<file path="src/rtl/multi_seven_seg.sv">
// Purpose: N-digit multiplexed seven-segment driver with shadowed digit data, blanking, leading-zero suppression and PWM dimming.
// Latency: an/seg are registered one cycle after the scan state; shadow loads show on the output one cycle after capture.
// Backpressure: none; free-running scan, inputs are sampled only on load (bright is sampled live).
module multi_seven_seg #(
    parameter int DIGITS      = 4,
    parameter int REFRESH_DIV = 100000,
    parameter int BRIGHT_W    = 4
) (
    input  logic                  clk,
    input  logic                  rst,
    input  logic [4*DIGITS-1:0]   vals,
    input  logic [DIGITS-1:0]     dots,
    input  logic [DIGITS-1:0]     blank,
    input  logic                  lz_en,
    input  logic [BRIGHT_W-1:0]   bright,
    input  logic                  load,
    output logic [DIGITS-1:0]     an,
    output logic [7:0]            seg,
    output logic                  frame_tick
);

    localparam int CW = (REFRESH_DIV > 1) ? $clog2(REFRESH_DIV) : 1;
    localparam int IW = (DIGITS > 1) ? $clog2(DIGITS) : 1;
    // Wide enough for (bright+1) * REFRESH_DIV without overflow.
    localparam int PW = CW + BRIGHT_W + 2;

    logic [4*DIGITS-1:0] sh_vals;
    logic [DIGITS-1:0]   sh_dots;
    logic [DIGITS-1:0]   sh_blank;
    logic                sh_lz;

    logic [CW-1:0]       slot_cnt;
    logic [IW-1:0]       idx;
    logic                slot_last;
    logic                idx_last;

    logic [PW-1:0]       on_cycles;
    logic                pwm_on;

    logic [DIGITS-1:0]   supp;
    logic                all_zero;
    logic [3:0]          cur_nib;
    logic                cur_dot;
    logic                cur_blank;
    logic                cur_supp;
    logic [DIGITS-1:0]   an_nxt;
    logic [7:0]          seg_nxt;

    // Active-low gfedcba pattern for one hex nibble.
    function automatic logic [6:0] hex7(input logic [3:0] n);
        case (n)
            4'h0: hex7 = 7'h40;
            4'h1: hex7 = 7'h79;
            4'h2: hex7 = 7'h24;
            4'h3: hex7 = 7'h30;
            4'h4: hex7 = 7'h19;
            4'h5: hex7 = 7'h12;
            4'h6: hex7 = 7'h02;
            4'h7: hex7 = 7'h78;
            4'h8: hex7 = 7'h00;
            4'h9: hex7 = 7'h10;
            4'hA: hex7 = 7'h08;
            4'hB: hex7 = 7'h03;
            4'hC: hex7 = 7'h46;
            4'hD: hex7 = 7'h21;
            4'hE: hex7 = 7'h06;
            default: hex7 = 7'h0E;
        endcase
    endfunction

    // Shadow capture: the display only ever reads these copies.
    always_ff @(posedge clk) begin
        if (rst) begin
            sh_vals  <= '0;
            sh_dots  <= '0;
            sh_blank <= '0;
            sh_lz    <= 1'b0;
        end else if (load) begin
            sh_vals  <= vals;
            sh_dots  <= dots;
            sh_blank <= blank;
            sh_lz    <= lz_en;
        end
    end

    assign slot_last = (slot_cnt == CW'(REFRESH_DIV - 1));
    assign idx_last  = (idx == IW'(DIGITS - 1));

    // Slot counter and digit index; frame_tick marks the index wrapping back to digit 0.
    always_ff @(posedge clk) begin
        if (rst) begin
            slot_cnt   <= '0;
            idx        <= '0;
            frame_tick <= 1'b0;
        end else begin
            frame_tick <= slot_last && idx_last;
            if (slot_last) begin
                slot_cnt <= '0;
                idx      <= idx_last ? '0 : idx + 1'b1;
            end else begin
                slot_cnt <= slot_cnt + 1'b1;
            end
        end
    end

    // Anode on-time within a slot; all-ones brightness yields exactly REFRESH_DIV.
    assign on_cycles = ((PW'(bright) + PW'(1)) * PW'(REFRESH_DIV)) >> BRIGHT_W;
    assign pwm_on    = ({{(PW - CW){1'b0}}, slot_cnt} < on_cycles);

    // Suppression mask: a digit is dark when it and every digit above it are zero; digit 0 always shows.
    always_comb begin
        supp     = '0;
        all_zero = 1'b1;
        for (int i = DIGITS - 1; i >= 0; i--) begin
            all_zero = all_zero & (sh_vals[4*i +: 4] == 4'h0);
            supp[i]  = sh_lz & all_zero & (i != 0);
        end
    end

    // Select the active digit's data and build the next anode/cathode pattern.
    always_comb begin
        cur_nib   = 4'h0;
        cur_dot   = 1'b0;
        cur_blank = 1'b0;
        cur_supp  = 1'b0;
        an_nxt    = '1;
        for (int i = 0; i < DIGITS; i++) begin
            if (idx == IW'(i)) begin
                cur_nib   = sh_vals[4*i +: 4];
                cur_dot   = sh_dots[i];
                cur_blank = sh_blank[i];
                cur_supp  = supp[i];
            end
        end
        for (int i = 0; i < DIGITS; i++) begin
            an_nxt[i] = !((idx == IW'(i)) && pwm_on && !cur_blank);
        end
        seg_nxt = {~cur_dot, cur_supp ? 7'h7F : hex7(cur_nib)};
    end

    // Register an and seg together so digit switches never bleed into each other.
    always_ff @(posedge clk) begin
        if (rst) begin
            an  <= '1;
            seg <= 8'hFF;
        end else begin
            an  <= an_nxt;
            seg <= seg_nxt;
        end
    end

endmodule
</file>
<file path="config.mk">
export PLATFORM = sky130hd
export DESIGN_NAME = multi_seven_seg
export DESIGN_NICKNAME = d
export VERILOG_FILES = /design/src/rtl/multi_seven_seg.sv
export SDC_FILE = /design/constraint.sdc
export NUM_CORES = 1
export LEC_CHECK = 0
export CORE_MARGIN = 3
export CORE_UTILIZATION = 57
export CTS_BUF_LIST = sky130_fd_sc_hd__clkbuf_8 sky130_fd_sc_hd__clkbuf_16
export CTS_CLUSTER_SIZE = 14
export DETAILED_ROUTE_END_ITERATION = 7
export PLACE_DENSITY = 0.91
export SLEW_MARGIN = 5
export SYNTH_ARGS = -nofsm -noshare
export SYNTH_HDL_FRONTEND = slang
export SYNTH_SLANG_ARGS = --single-unit
</file>
<file path="constraint.sdc">
create_clock -name clk -period 6.7 [get_ports clk]
set_clock_uncertainty 0.05 [all_clocks]
set_input_delay 1.34 -clock clk [delete_from_list [all_inputs] [get_ports clk]]
set_output_delay 1.34 -clock clk [all_outputs]
set_load 0.1 [all_outputs]
</file>
### After elaboration in Yosys (flattened, before gate mapping)

Memories as Yosys holds them, arrays and structs flattened. A register that Yosys moved wholly into a read port is not among the register bits.
Index checks and enable logic that the tools add are counted.

| storage, ports and cells | value |
|---|---|
| bits in registers | 50 |
| ROM bits | 112 |
| bits of input ports | 32 |
| output and inout bits | 13 |
| logic and storage cells | 61 |
| memories kept | 1 |

Memories:

| name | depth | bits a word | rd ports | clocked after memory_dff | write ports | RTL line | source |
|---|---|---|---|---|---|---|---|
| (no name shown) | 16 | 7 | 1 | 1 | 0 | 51 | `case (n)` |

| operators by class | value |
|---|---|
| $add $sub $neg | 3 |
| multiply operators | 1 |
| $lt $le $gt $ge | 1 |
| equality and inequality tests | 4 |
| mux-type cells | 16 |
| bitwise logic cells | 6 |
| reductions and logical operators | 20 |

Operators with widths:

| kind | count |
|---|---|
| $lt A17 B18 Y1 | 1 |
| $add A17 B1 Y17 const B | 1 |
| $eq A17 B17 Y1 const B | 1 |
| $mul A5 B12 Y17 const B | 1 |
| $mux W4 | 4 |
| $logic_not A4 Y1 | 3 |
| $mux W1 | 11 |
| $logic_and A1 B1 Y1 | 9 |
| $add A4 B1 Y5 const B | 1 |
| $and A1 B1 Y1 | 5 |
| $logic_not A1 Y1 | 5 |
| $eq A2 B2 Y1 const B | 2 |
| $reduce_or A2 Y1 | 2 |
| $add A2 B1 Y2 const B | 1 |
| $eq A2 B1 Y1 const B | 1 |
| $logic_not A2 Y1 | 1 |
| $mux W2 | 1 |
| $not A1 Y1 | 1 |

### Depth between registers and ports, before layout

Gate-level depths: netlist of run 1.

| logic depth | value |
|---|---|
| depth in word-level cells | 8 |
| depth in mapped cells | 21 |
| gate-level depth less buffers | 21 |

### Least setup slack after synthesis of run 1

OpenSTA, ideal clock, no wires.

| timing path | value |
|---|---|
| kind | input to register |
| start point | in bright[0] |
| end point | reg an[2] |
| setup time | 0.132 ns |
| arrival | 5.503 ns |
| data required time | 6.518 ns |
| path slack | 1.015 ns |
| stages on the path | 20 |
| path buffers | 0 |
| path through | ha_1 xor2_1 ha_1 xor2_1 ha_1 a21o_1 ha_1 ha_1 or3_1 o221a_2 a31oi_1 a21oi_1 o21ai_1 xor2_1 ha_1 a21o_1 a2111oi_0 o211ai_1 nand4_1 nand4b_1 |

| between the ends | value |
|---|---|
| cells in the longest elaborated chain, start to end | 6 |

Ends and longest elaborated chain:

| what | RTL line | source |
|---|---|---|
| start: declaration | 15 | `input logic [BRIGHT_W-1:0] bright,` |
| $add A4 B1 Y5 | 107 | `assign on_cycles = ((PW'(bright) + PW'(1)) * PW'(REFRESH_DIV)) >> BRIGHT_W;` |
| $mul A5 B12 Y17 | 107 |  |
| $lt A17 B18 Y1 | 108 | `assign pwm_on = ({{(PW - CW){1'b0}}, slot_cnt} < on_cycles);` |
| $logic_and A1 B1 Y1 (2 in series) | 136 | `an_nxt[i] = !((idx == IW'(i)) && pwm_on && !cur_blank);` |
| $logic_not A1 Y1 | 136 |  |
| end signal: assignment | 147 | `an <= an_nxt;` |
| end: declaration | 17 | `output logic [DIGITS-1:0] an,` |

No other way between the ends.
A chain may end at the register's enable or synchronous reset.

### Final worst setup path of run 1

| timing path | value |
|---|---|
| start point | in bright[1] |
| end point | reg an[2] |

The elaborated chain is that of the path after synthesis.

==> metrics list, run 1 <==
- Number of cells traversed by the worst register-to-register path: 9
* Setup Total Neg Slack: 0 ns
* Number of design rule violations left after detail routing: 0
- Number of global-route vias before repair: 3276
* Part of the cycle the worst path needs: 95.13%
* CTS tree: yes
- Mapped Area: 3769 µm²
- Endpoint arrival time on the critical path: 6.52 ns
* Startpoint kind of the worst setup timing path: input pin
- FF+latch area: 1141 µm²
* DR vias/cell: 5.949
* Total setup buffers inserted after CTS: 0
* Clock Tree Buf Depth: 2
- Clock-pin slew was measured on the worst setup and hold paths at 0.07 ns.
- Critical path fanouts, max: 5
* Initial antenna violation count: 0
- The flow ran to the end, and the final reports show no timing, DRC or antenna violations.
* Deepest level of the CTS H-tree: 3
* Max Transition Viols Final: 0
* Count of synthesis-stage warnings from yosys: 0
- Final count of hold timing violations: 0
* Synth Register Bits: 57
* PD cells: 232.1 nW/µm²
- Mean instance size in the synthesized netlist: 8.930 µm²
* Routability cong.: 0.8422
* Horizontal die dimension: 87.31 µm
- Violation count after the first detailed-route iteration: 255
* Worst Hold End: slot_cnt[0]
- Setup repair after global routing left no endpoint under its margin.
* Number of standard-cell rows in the floorplan: 28
- Grt ovf: 0
- Global-route wire length before repair: 14740 µm
- The initial utilization of the core area, before any placement, comes to 61.12%.
- Post-synthesis to final-layout area growth: 20.15%
- Post-place setup slack: -0.02320 ns
* Final HPWL DP: 6150 µm
- The root buffer cell chosen for the clock tree is sky130_fd_sc_hd__clkbuf_8.
* Height of the die: 87.31 µm
- The clock reaches the later pin of the worst-skew pair after 0.34 ns.
* Data required time of the critical path: 6.85 ns
* Pin count of the biggest net entering global routing: 36
- Tot GR Track Use: 24.60%
- Final critical-path setup slack: 0.3260 ns
- The worst setup path is of the input pin to flop kind.
- Number of enable-type register cells in the synthesized netlist: 0
- Summed over all cells, the static leakage comes to 2.013 nW.
* Synthesized instance count: 422
- The routed design could run at a clock period as short as 6.374 ns.
- WL per Instance: 16.31 µm
- Number of endpoints failing setup at the final stage: 0
- Slew at the pin closest to its max-slew limit: 0.9726 ns
- Headroom to the max-slew limit came out at 34.96%.
* Overall via count from detail_route: 3260
- Synth unique cells: 52
- For this run, the share of the core covered by cells in the final layout is 73.44%.
- In the synthesized netlist the dominant register cell turns out to be sky130_fd_sc_hd__dfxtp_1.
- The first detailed-routing pass ran for 5 iterations.
- Critical Path Sink Type: flop
- Max IR drop VDD: 0.2340 mV
- Fillers: 416
- Total routed wirelength: 8936 µm
* Syn_nets: 513
- In the final layout, the multi-input gates occupy 2494 µm².
- The min-delay analysis places its worst path in the category flop to flop.
* Launch point of the worst reg-to-reg path: idx[0]
* Count of antenna diodes in the layout: 0
- Inserted Clock Buffers: 9
- Area of the die: 7623 µm²
- Number of sinks driven by the clock tree: 57
- After floorplanning, the core was sized to cover 6166 µm².
* Count of input and output buffers: 44
- Minimum setup slack among reg-to-reg paths: 3.71 ns
- The top cell types in the final layout, fill and taps aside, are sky130_fd_sc_hd__ha_1, sky130_fd_sc_hd__nor2_1, sky130_fd_sc_hd__dfxtp_1.
* Hold Path Cell Cnt: 1
* Max cap viols: 0
- During I/O placement, the number of pins put on the boundary was 45.
- Fraction of final layout cells sized beyond drive strength 1: 6.765%
* Hold path startpoint: slot_cnt[0]
- Of all flip-flops after synthesis, the portion carrying an async set or reset was 0%.
- Once detail routing completed, the nets flagged for antenna violations numbered 0.
- In the final design database the tool counted 559 nets.
* Most frequent standard cell in the layout excluding fill and tap cells: sky130_fd_sc_hd__ha_1
- Total power for the finished layout comes to 1.051 mW.
* Capture point of the worst reg-to-reg path: seg[3]
- After synthesis, flip-flops and latches occupy 30.28% of the total area.
- Max Freq: 0.1569 GHz
## Yosys cell counts (2+ instances only)
cell type	number	share of area (%)
sky130_fd_sc_hd__ha_1	58	19
sky130_fd_sc_hd__dfxtp_1	57	30
sky130_fd_sc_hd__nor2_1	57	5.7
sky130_fd_sc_hd__mux2i_1	30	8.0
sky130_fd_sc_hd__a21oi_1	26	3.5
sky130_fd_sc_hd__nand2_1	24	2.4
sky130_fd_sc_hd__inv_1	23	2.3
sky130_fd_sc_hd__xor2_1	19	4.4
sky130_fd_sc_hd__o21ai_0	15	2.0
sky130_fd_sc_hd__xnor2_1	13	3.0
sky130_fd_sc_hd__clkbuf_1	10	1.0
sky130_fd_sc_hd__nand3_1	9	1.2
sky130_fd_sc_hd__nand4_1	8	1.3
sky130_fd_sc_hd__nand2b_1	6	1.0
sky130_fd_sc_hd__a211oi_1	4	0.80
sky130_fd_sc_hd__a21o_1	4	0.80
sky130_fd_sc_hd__o211ai_1	4	0.80
sky130_fd_sc_hd__a31oi_1	3	0.50
sky130_fd_sc_hd__nand4b_1	3	0.70
sky130_fd_sc_hd__nor4_1	3	0.50
sky130_fd_sc_hd__o221ai_1	3	0.70
sky130_fd_sc_hd__or2_2	3	0.50
sky130_fd_sc_hd__or3_1	3	0.50
sky130_fd_sc_hd__a22oi_1	2	0.40
sky130_fd_sc_hd__a22oi_2	2	0.66
sky130_fd_sc_hd__and2_1	2	0.33
sky130_fd_sc_hd__and3b_1	2	0.46
sky130_fd_sc_hd__nor3b_1	2	0.40
sky130_fd_sc_hd__o21a_1	2	0.40
sky130_fd_sc_hd__o21bai_1	2	0.40
sky130_fd_sc_hd__o22ai_1	2	0.33
## registers in the layout, indices dropped and copies added, names as in the netlist
name	flops
an	4
frame_tick	1
idx	2
seg	8
sh_blank	4
sh_dots	4
sh_lz	1
sh_vals	16
slot_cnt	17
## metal layers
metal	global-route usage, %	routed length, µm	part of all wire (%)	vias to the layer above
met1	27.85	3584	40	1545
met4	12.13	342	3.8	0
met2	42.47	4558	51	104
li1	-	-	-	1579
met3	6.433	451	5.0	32
met5	0	0	0	-
## per-stage QoR
stage / hold slack [ns] / area, µm² / instances
after floorplan: 0.3798 / 3769 / 422
after global placement: 0.3923 / 4259 / 532
after detailed placement: 0.4007 / 4259 / 532
after CTS: 0.4193 / 4503 / 548
after global routing: 0.4649 / 4528 / 548
final: 0.4151 / 4528 / 548
## power by group
part	switching (mW)	total, mW	internal (mW)
combinational	0.170	0.291	0.120
sequential	0.00939	0.364	0.354
clock	0.142	0.397	0.255
total	0.321	1.05	0.730
## critical path, cell delays in order
cell and delay (ns):
sky130_fd_sc_hd__clkdlybuf4s50_1 0.49, sky130_fd_sc_hd__ha_1 0.27, sky130_fd_sc_hd__and3_1 0.27, sky130_fd_sc_hd__ha_1 0.26
sky130_fd_sc_hd__xor2_1 0.17, sky130_fd_sc_hd__ha_1 0.19, sky130_fd_sc_hd__a21o_1 0.15, sky130_fd_sc_hd__ha_1 0.27
sky130_fd_sc_hd__ha_1 0.25, sky130_fd_sc_hd__or3_1 0.43, sky130_fd_sc_hd__o221a_2 0.30, sky130_fd_sc_hd__a31oi_1 0.25
sky130_fd_sc_hd__a21oi_1 0.10, sky130_fd_sc_hd__o21ai_1 0.15, sky130_fd_sc_hd__xor2_1 0.18, sky130_fd_sc_hd__ha_1 0.26
sky130_fd_sc_hd__a21o_1 0.21, sky130_fd_sc_hd__a2111oi_4 0.44, sky130_fd_sc_hd__o211ai_1 0.20, sky130_fd_sc_hd__nand4_1 0.21
sky130_fd_sc_hd__nand4b_1 0.14
## how the worst max path moves through the flow
stage                    from     to  slack, ns  cells after the start
detailed placement  bright[1]  an[1]      -0.02                     21
CTS                 bright[1]  an[0]       0.02                     21
finish              bright[1]  an[2]       0.33                     21
floorplan           bright[0]  an[2]       1.01                     20
global route        bright[1]  an[2]      0.007                     21
global placement    bright[1]  an[2]       0.30                     21
## area by class of cell
cell class	count	area share, %
multi-input cells	329	55.07
flip-flops and latches	57	25.20
repair buffers	48	10.39
clock buffers	10	3.040
clock inverters	6	2.321
well taps	75	2.072
inverters	23	1.907
## kinds of logic after synthesis
| kind of cell | synth area share (%) |
|---|---|
| flip-flops | 30.28 |
| buffers and inverters | 4.250 |
| multiplexers | 8.865 |
| AND/OR/NAND/NOR | 16.73 |
| AO/OA/AOI/OAI | 12.65 |
| XOR/XNOR | 7.437 |
| adder cells (fa/ha/maj) | 19.79 |
## timing repair
action	CTS	global route
endpoints found under the setup margin	4	4
hold buffers	0	0
resized for setup	1	3
Power figures use the tool's default switching activity.
==> run 2: changes to the inputs <==
==> constraint.sdc (replaced) <==
create_clock -name clk -period 7.1 [get_ports clk]
set_clock_uncertainty 0.05 [all_clocks]
set_input_delay 1.42 -clock clk [delete_from_list [all_inputs] [get_ports clk]]
set_output_delay 1.42 -clock clk [all_outputs]
set_load 0.1 [all_outputs]
==> run 2 against run 1 <==
Effect of this change: via count down 0.77%; cell area fell by 1.4%; flip-flop and latch count is the same; critical endpoint is now an[1]; sequential share of layout area rose by 0.35 points; total power decreased by 11%; setup slack improved by 0.20 ns; wire length down 3.7%; largest power group is now sequential cells.
==> metrics list, run 2 (synthesis results as in run 1) <==
* Area after DPL: 4252 µm²
* Rel. slew slack: 34.65%
- Total routed wirelength: 8607 µm
- Met1 routing resource usage after global routing: 27.63%
- Tot GR Track Use: 23.96%
* Worst Hold Margin: 0.4252 ns
- Counting instances, the worst hold path has a depth of 1.
- Final count of hold timing violations: 0
- Max IR drop VDD: 0.2322 mV
- In this run the power density over the cells is 209.1 nW/µm².
- In this run the deepest clock path goes through 2 buffers.
- Critical path fanouts, max: 5
- The flow ran to the end, and the final reports show no timing, DRC or antenna violations.
- Placeable core area: 6166 µm²
- Clock transition at the registers of the reported paths: 0.07 ns
* Setup Total Neg Slack: 0 ns
- For hold timing, the worst endpoint is slot_cnt[0].
* Placed insts: 531
- Starting utilization of the core area: 61.12%
* Endpoint arrival time on the critical path: 6.71 ns
* Post-route insts no fill: 547
- Area of the die: 7623 µm²
* Total iterations of the first detailed-routing run: 5
- The register with the most flip-flops in the final layout is slot_cnt.
- After floorplanning, the core was divided into 28 placement rows.
- The finished cells cover 4467 µm².
- Timing would allow up to 0.1522 GHz.
- The detailed router finished its first iteration with 216 violations.
* Clock latency of the later-clocked register in the worst-skew pair: 0.34 ns
- Hold-fix buffers at CTS: 0
* Start-to-end type of the worst setup path: input pin to flop
- Count of input and output buffers: 44
- Routability cong.: 0.8628
- Post-synthesis to final-layout area growth: 18.53%
- Height of the die: 87.31 µm
- CTS Root Buffer Type: sky130_fd_sc_hd__clkbuf_8
- Pin count of the biggest net entering global routing: 36
- Global routing finished with a remaining overflow of 0.
* Busiest layer in global routing: met2
- Startpoint kind of the worst setup timing path: input pin
- Fraction of final layout cells sized beyond drive strength 1: 6.144%
* Count of boundary I/O pins: 45
- Deepest level of the CTS H-tree: 3
- The number of gates resized after CTS was 0.
- Part of the cycle the worst path needs: 92.52%
- Minimum setup slack among reg-to-reg paths: 4.18 ns
- Data required time of the critical path: 7.24 ns
* Number of endpoints failing setup at the final stage: 0
- After detailed routing, the average wire length per cell comes to 15.73 µm.
- Max Transition Viols Final: 0
- Counting cells, the worst reg-to-reg path comes to 9.
* Static leakage power: 1.980 nW
* RSZ-0062 raised after global routing: false
* Post-route minimum period: 6.569 ns
- Using the TritonRoute via totals, the vias-per-cell ratio works out to 5.914.
- In the final layout, the registers with the most flip-flops are slot_cnt (17), sh_vals (16), seg (8).
- Max cap viols: 0
* Final HPWL DP: 6274 µm
* Global Route met2 Usage: 42.67%
- Number of design rule violations left after detail routing: 0
- Global-route wire length before repair: 14550 µm
- Initial antenna violation count: 0
- Summing over every cut layer, the via total after detailed routing is 3235.
- The endpoint identified for the worst register-to-register timing path is seg[3].
* Number of sinks driven by the clock tree: 57
- TritonCTS built the clock tree.
- Most frequent standard cell in the layout excluding fill and tap cells: sky130_fd_sc_hd__ha_1
- In the global route stage, met3 resource usage came out at 5.393%.
- Total setup buffers inserted after CTS: 0
* Horizontal die dimension: 87.31 µm
- The worst register-to-register path begins at idx[0].
- For this run, the share of the core covered by cells in the final layout is 72.44%.
- Nets: 558
- The via count of the first global-routing pass was 3234.
* Hold path startpoint: slot_cnt[0]
- Max FFs per register: 17
* Critical Path Sink Type: flop
- In this run, CTS created clock tree buffers numbering 9.
- Class of the tightest hold or removal check: flop to flop
* Commonest cells after routing, fill and taps aside: sky130_fd_sc_hd__ha_1, sky130_fd_sc_hd__nor2_1, sky130_fd_sc_hd__dfxtp_1
- Slew at the pin closest to its max-slew limit: 0.9771 ns
- The number of antenna diodes in the final layout is 0.
- In this run the remaining antenna-violating nets after routing total 0.
## run 2: cell types whose count changed in the layout (fill, tap and decap cells not counted)
cell                         previous run  this run
sky130_fd_sc_hd__buf_4                  4         3
sky130_fd_sc_hd__xor2_2                 1         0
sky130_fd_sc_hd__bufinv_16              3         1
sky130_fd_sc_hd__clkinvlp_4             0         2
sky130_fd_sc_hd__a2111oi_4              1         0
sky130_fd_sc_hd__a2111oi_0              0         1
sky130_fd_sc_hd__xor2_1                18        19
sky130_fd_sc_hd__clkbuf_8              10        12
sky130_fd_sc_hd__clkinv_2               3         1
## run 2: critical path, cell delays in order
cell,delay (ns)
sky130_fd_sc_hd__clkdlybuf4s50_1,0.53
sky130_fd_sc_hd__ha_1,0.20
sky130_fd_sc_hd__xor2_1,0.37
sky130_fd_sc_hd__ha_1,0.29
sky130_fd_sc_hd__xor2_1,0.09
sky130_fd_sc_hd__ha_1,0.20
sky130_fd_sc_hd__a21o_1,0.15
sky130_fd_sc_hd__ha_1,0.27
sky130_fd_sc_hd__ha_1,0.25
sky130_fd_sc_hd__or3_1,0.43
sky130_fd_sc_hd__o221a_2,0.29
sky130_fd_sc_hd__a31oi_1,0.26
sky130_fd_sc_hd__a21oi_1,0.10
sky130_fd_sc_hd__o21ai_1,0.15
sky130_fd_sc_hd__xor2_1,0.18
sky130_fd_sc_hd__ha_1,0.26
sky130_fd_sc_hd__a21o_1,0.16
sky130_fd_sc_hd__a2111oi_0,0.57
sky130_fd_sc_hd__o211ai_1,0.18
sky130_fd_sc_hd__nand4_1,0.19
sky130_fd_sc_hd__nand4b_1,0.15
## run 2: area by class of cell
type / instances / area, µm²
multi-input combinational: 329 / 2467
fill: 431 / 1699
sequential: 57 / 1141
timing repair buffer: 47 / 462.9
clock buffer: 12 / 165.2
tap: 75 / 93.84
inverter: 23 / 86.33
clock inverter: 4 / 50.05
## run 2: stage by stage
stage / setup slack (ns) / total power [mW]
2_1_floorplan: 1.335 / 0.5452
3_3_place_gp: 0.6230 / 0.6006
3_5_place_dp: 0.2837 / 0.6141
4_1_cts: 0.5449 / 0.9359
5_1_grt: 0.1702 / 0.9841
6_report: 0.5309 / 0.9339
## run 2: report_power, final
part | internal (mW) | leakage [nW] | switching, mW
clock | 0.190 | 0.105 | 0.129
sequential | 0.334 | 0.468 | 0.00866
combinational | 0.113 | 1.41 | 0.159
## run 2: worst max-delay path by stage
stage,start,endpoint,slack [ns],cells past startpoint
after floorplan,bright[0],an[2],1.33,20
after detailed placement,bright[1],an[0],0.28,21
after global placement,bright[1],an[2],0.62,21
after global routing,bright[1],an[1],0.17,21
final,bright[1],an[1],0.53,21
after CTS,bright[1],an[1],0.54,21
## run 2: layer usage
metal	share of wire, %	vias up
met4	1.6	0
met2	52	104
met3	5.4	15
met1	41	1538
li1	-	1578
met5	0	-
==> run 3: changes to the inputs <==
--- a/config.mk
+++ b/config.mk
@@ -8,7 +8,6 @@
 export CORE_MARGIN = 3
 export CORE_UTILIZATION = 57
 export CTS_BUF_LIST = sky130_fd_sc_hd__clkbuf_8 sky130_fd_sc_hd__clkbuf_16
-export CTS_CLUSTER_SIZE = 14
 export DETAILED_ROUTE_END_ITERATION = 7
 export PLACE_DENSITY = 0.91
 export SLEW_MARGIN = 5
==> results of run 3 <==
Final layout, timing and power as in run 2 (identical DEF).
